**config.mk**
```make
export PLATFORM = sky130hd
export DESIGN_NAME = demux_2_16_buf
export DESIGN_NICKNAME = d
export VERILOG_FILES = /design/src/rtl/demux_2_16_buf.sv
export SDC_FILE = /design/constraint.sdc
export NUM_CORES = 1
export LEC_CHECK = 0
export CAP_MARGIN = 20
export CORE_MARGIN = 1
export CORE_UTILIZATION = 47
export CTS_CLUSTER_SIZE = 24
export DETAILED_ROUTE_END_ITERATION = 8
export GPL_TIMING_DRIVEN = 0
export PLACE_DENSITY = 0.83
export REMOVE_ABC_BUFFERS = 1
export SLEW_MARGIN = 20
export SYNTH_ARGS = -nofsm -noshare
export SYNTH_HDL_FRONTEND = slang
export SYNTH_SLANG_ARGS = --single-unit
```
**constraint.sdc**
```tcl
create_clock -name clk -period 1.35 [get_ports clk]
set_input_delay 0.2025 -clock clk [delete_from_list [all_inputs] [get_ports clk]]
set_output_delay 0.2025 -clock clk [all_outputs]
set_load 0.05 [all_outputs]
```
**src/rtl/demux_2_16_buf.sv**
```systemverilog
// demux_2_16_buf
// Routes one source word stream into two independent 2-entry FIFOs.
// `select` picks the destination channel. Each channel presents its
// oldest stored word with a valid/ready handshake to its own consumer.
// All outputs come from registers, or from register-selected muxes, so
// no input reaches an output in the same cycle. The one exception is
// in_ready, which depends on the current select by design.

module demux_2_16_buf #(
  parameter int WIDTH = 16
) (
  input  logic             clk,
  input  logic             reset_n,
  input  logic [WIDTH-1:0] Demux_input_16,
  input  logic             select,
  input  logic             in_valid,
  output logic             in_ready,
  output logic [WIDTH-1:0] Demux_out_16_0,
  output logic [WIDTH-1:0] Demux_out_16_1,
  output logic             out_valid_0,
  output logic             out_valid_1,
  input  logic             out_ready_0,
  input  logic             out_ready_1,
  output logic [1:0]       occupancy_0,
  output logic [1:0]       occupancy_1
);

  localparam logic [1:0] CNT_FULL  = 2'd2;
  localparam logic [1:0] CNT_EMPTY = 2'd0;

  // Per-channel storage: mem[channel][entry]
  logic [WIDTH-1:0] mem_q [2][2];
  logic [WIDTH-1:0] mem_d [2][2];

  // One pointer bit per channel, packed as [channel]
  logic [1:0] rd_ptr_q, rd_ptr_d;
  logic [1:0] wr_ptr_q, wr_ptr_d;

  // Stored entry count per channel (0..2)
  logic [1:0] count_q [2];
  logic [1:0] count_d [2];

  // Per-channel handshake events, indexed by channel
  logic [1:0] push;
  logic [1:0] pop;
  logic [1:0] chan_valid;
  logic [1:0] chan_ready;
  logic       sel_has_room;

  // Handshake decode: source readiness for the selected channel, and push/pop per channel
  always_comb begin
    chan_ready   = {out_ready_1, out_ready_0};
    chan_valid   = '0;
    pop          = '0;
    sel_has_room = (count_q[select] < CNT_FULL);
    in_ready     = reset_n && sel_has_room;
    push[0]      = in_valid && in_ready && !select;
    push[1]      = in_valid && in_ready && select;
    for (int k = 0; k < 2; k++) begin
      chan_valid[k] = (count_q[k] != CNT_EMPTY);
      pop[k]        = chan_valid[k] && chan_ready[k];
    end
  end

  // Next-state: write at the write pointer, advance pointers, and keep the count in step with push/pop
  always_comb begin
    mem_d    = mem_q;
    rd_ptr_d = rd_ptr_q;
    wr_ptr_d = wr_ptr_q;
    count_d  = count_q;
    for (int k = 0; k < 2; k++) begin
      if (push[k]) begin
        mem_d[k][wr_ptr_q[k]] = Demux_input_16;
        wr_ptr_d[k]           = ~wr_ptr_q[k];
      end
      if (pop[k]) begin
        rd_ptr_d[k] = ~rd_ptr_q[k];
      end
      unique case ({push[k], pop[k]})
        2'b10:   count_d[k] = count_q[k] + 2'd1;
        2'b01:   count_d[k] = count_q[k] - 2'd1;
        default: count_d[k] = count_q[k];
      endcase
    end
  end

  // State registers; reset clears everything at once so stored words are dropped without waiting for a clock edge
  always_ff @(posedge clk or negedge reset_n) begin
    if (!reset_n) begin
      for (int k = 0; k < 2; k++) begin
        for (int e = 0; e < 2; e++) begin
          mem_q[k][e] <= '0;
        end
        count_q[k] <= CNT_EMPTY;
      end
      rd_ptr_q <= '0;
      wr_ptr_q <= '0;
    end else begin
      mem_q    <= mem_d;
      count_q  <= count_d;
      rd_ptr_q <= rd_ptr_d;
      wr_ptr_q <= wr_ptr_d;
    end
  end

  // Output view: head word only while valid, zero otherwise; occupancy mirrors the count
  always_comb begin
    out_valid_0    = chan_valid[0];
    out_valid_1    = chan_valid[1];
    Demux_out_16_0 = chan_valid[0] ? mem_q[0][rd_ptr_q[0]] : '0;
    Demux_out_16_1 = chan_valid[1] ? mem_q[1][rd_ptr_q[1]] : '0;
    occupancy_0    = count_q[0];
    occupancy_1    = count_q[1];
  end

endmodule
```
==> results.sh <==
export IMPL_period_share_pct=131
export IMPL_final_cell_mix="dfrtp_1, buf_6, mux2_2, mux2_4"
export IMPL_reg2regPathDepth=6
export IMPL_antenna_found_initial=0
export IMPL_clock_latency_ps=360
export IMPL_required_ps=1150
export IMPL_critical_path_max_stage_delay_ps=530
export IMPL_dr_pass1_iters=4
export IMPL_ioPinCount=61
export IMPL_clock_sinks=72
export IMPL_port_buffers=60
export IMPL_cts_max_level=3
export IMPL_die_h_microns=85.3
export IMPL_final_common_cell="dfrtp_1"
export IMPL_vias=2272
export IMPL_outcome="complete, but fails checks"
export IMPL_yosysTopAreaCell="dfrtp_1"
export IMPL_drv_cap=0
export IMPL_critPathSlowestCell="dfrtp_4"
export IMPL_crit_path_end_kind="primary output"
export IMPL_grt_usage_pct=23.4
export IMPL_worst_pin_slew_ps=353
export IMPL_path_cells="buf_12 > mux2i_2 > nor2_2 > buf_6"
export IMPL_area_growth_pct=49.4
export IMPL_std_cell_rows=29
export IMPL_dr_max_layer_used="met4"
export IMPL_hold_viol=45
export IMPL_syn_area_sq_um=3260
export IMPL_rsz0062_at_grt="yes"
export IMPL_skew_ps=8.98
export IMPL_ys_seq_elements=72
export IMPL_synth_cell_type_count=19
export IMPL_postRouteAntennaNets=0
export IMPL_wl_met2_mm=4.00
export IMPL_start_util_pct=49.9
export IMPL_grt_max_degree=51
export IMPL_max_freq_ghz=0.563
export IMPL_ys_seq_area_share_pct=55.3
export IMPL_synth_edf_count=0
export IMPL_synth_area_leaders="dfrtp_1, mux2_2, mux2i_1"
export IMPL_violations="negative hold slack, negative setup slack"
export IMPL_layout_setup_ws_ps=-425
export IMPL_ff2ff_setup_slack_ps=-230
export IMPL_drtIter0Drc=98
export IMPL_dr_wl_met3_microns=422
export IMPL_dieWidth_microns=85.3
export IMPL_routed_via_density=5.50
export IMPL_first_global_vias=2401
export IMPL_hpwlAfterDp_mm=4.08
export IMPL_wl_per_cell_microns=20.5
export IMPL_ys_warn_count=0
export IMPL_cts_root_buf="clkbuf_8"
export IMPL_crit_path_max_fanout=8
export IMPL_layout_min_cycle_time_ps=1770
export IMPL_worst_hold_path_type="input pin to async pin"
export IMPL_nNetsFinal=355
export IMPL_synth_cells=239
export IMPL_synthFlopType="dfrtp_1"
export IMPL_worstPathArrival_ps=1570
export IMPL_clockBufferDepth=2
export IMPL_cts_inserted_buffers=9
export IMPL_drive_gt1_share_pct=52.7
export IMPL_diodes=0
export IMPL_overflow=0
export IMPL_startpoint_type="flop"
export IMPL_netlist_area_leader_share_pct=55.3
export IMPL_crit_type="flop to primary output"
export IMPL_max_slew_margin_pct=76.5
export IMPL_wl_met1_mm=3.90
export IMPL_drc=0
export IMPL_async_reset_ff_share_pct=100
export IMPL_holdBufCountCts=3
export IMPL_gp_congestion=0.668
export IMPL_clk_pin_slew_worst_paths_ps=80
export IMPL_dieArea_sq_um=7270
export IMPL_slew_violations=0
export IMPL_core_area_sq_um=6530
export IMPL_avgSynthCellArea_sq_um=13.6
export IMPL_setup_violations_final=87
export IMPL_cts_tree="yes"
export IMPL_grt_pass1_wl_mm=12.5
export IMPL_wl_mm=8.48
export IMPL_hold_slack_ps=-193
-- worst max-delay path, delay by kind of cell (launching register included) --
kind | cells | cell delay, ps
flops | 1 | 530
buf+inv | 2 | 350
simple gates | 1 | 170
mux | 1 | 160
-- stage by stage --
step / cell area, sq um / setup TNS [ps] / utilization [%] / setup slack (ps) / instances
5_1_grt: 4870 / -23700 / 74.5 / -426 / 413
3_5_place_dp: 3920 / -88890 / 60.1 / -1030 / 367
4_1_cts: 4680 / -17010 / 71.7 / -384 / 411
6_report: 4870 / -21240 / 74.5 / -425 / 413
2_1_floorplan: 3200 / -48140 / - / -749 / 229
3_3_place_gp: 3890 / -483270 / 59.6 / -3890 / 366
-- synth_stat cells, types with 4 or more instances --
library cell / n
xnor2_1: 6
nor2_1: 37
buf_2: 5
mux2_2: 64
mux2i_1: 32
dfrtp_1: 72
xor2_1: 4
-- per-layer routing --
layer | track usage, % | up-vias
li1 | - | 1018
met1 | 31.3 | 1173
met2 | 36.6 | 68
met3 | 4.18 | 13
met4 | 12.3 | 0
met5 | 0 | -
-- cell type report --
type	instances	area (sq um)
Multi-Input combinational cell	155	1630
Inverter	2	7.51
Sequential cell	72	1810
Clock inverter	1	7.51
Fill cell	391	1660
Tap cell	77	96.3
Clock buffer	15	196
Timing Repair Buffer	91	1120
-- registers in the layout, indices dropped and copies added, names as in the netlist --
name         count
occupancy_1      2
mem_q           64
occupancy_0      2
rd_ptr_q         2
wr_ptr_q         2
-- cells by family after synthesis --
logic type	count (synthesis)	share of synthesized area [%]
buf+inv	12	2.15
flops	72	55.3
fa+ha+maj	2	0.768
mux	96	31.9
simple gates	46	6.95
xor+xnor	10	2.69
compound gates	1	0.230
-- final timing paths --
check / startpoint / endpoint
worst max-delay path: rd_ptr_q[0] / Demux_out_16_0[3]
worst min-delay path: reset_n / mem_q[26]
worst max register to register: occupancy_1[1] / occupancy_1[1]
worst min register to register: mem_q[45] / mem_q[45]
max in group asynchronous: reset_n / rd_ptr_q[1]
min in group clk: mem_q[45] / mem_q[45]
-- timing repair --
item / CTS / global route
endpoints found under the hold margin: 27 / 45
cloned: 1 / 2
setup buffers: 24 / 3
setup endpoints to repair: 109 / 104
pin swaps: 7 / 11
gates resized for setup: 300 / 47
Power is left out: the tool's default activity adds up to more than one toggle a clock period on the data nets, which glitch-free logic cannot reach.
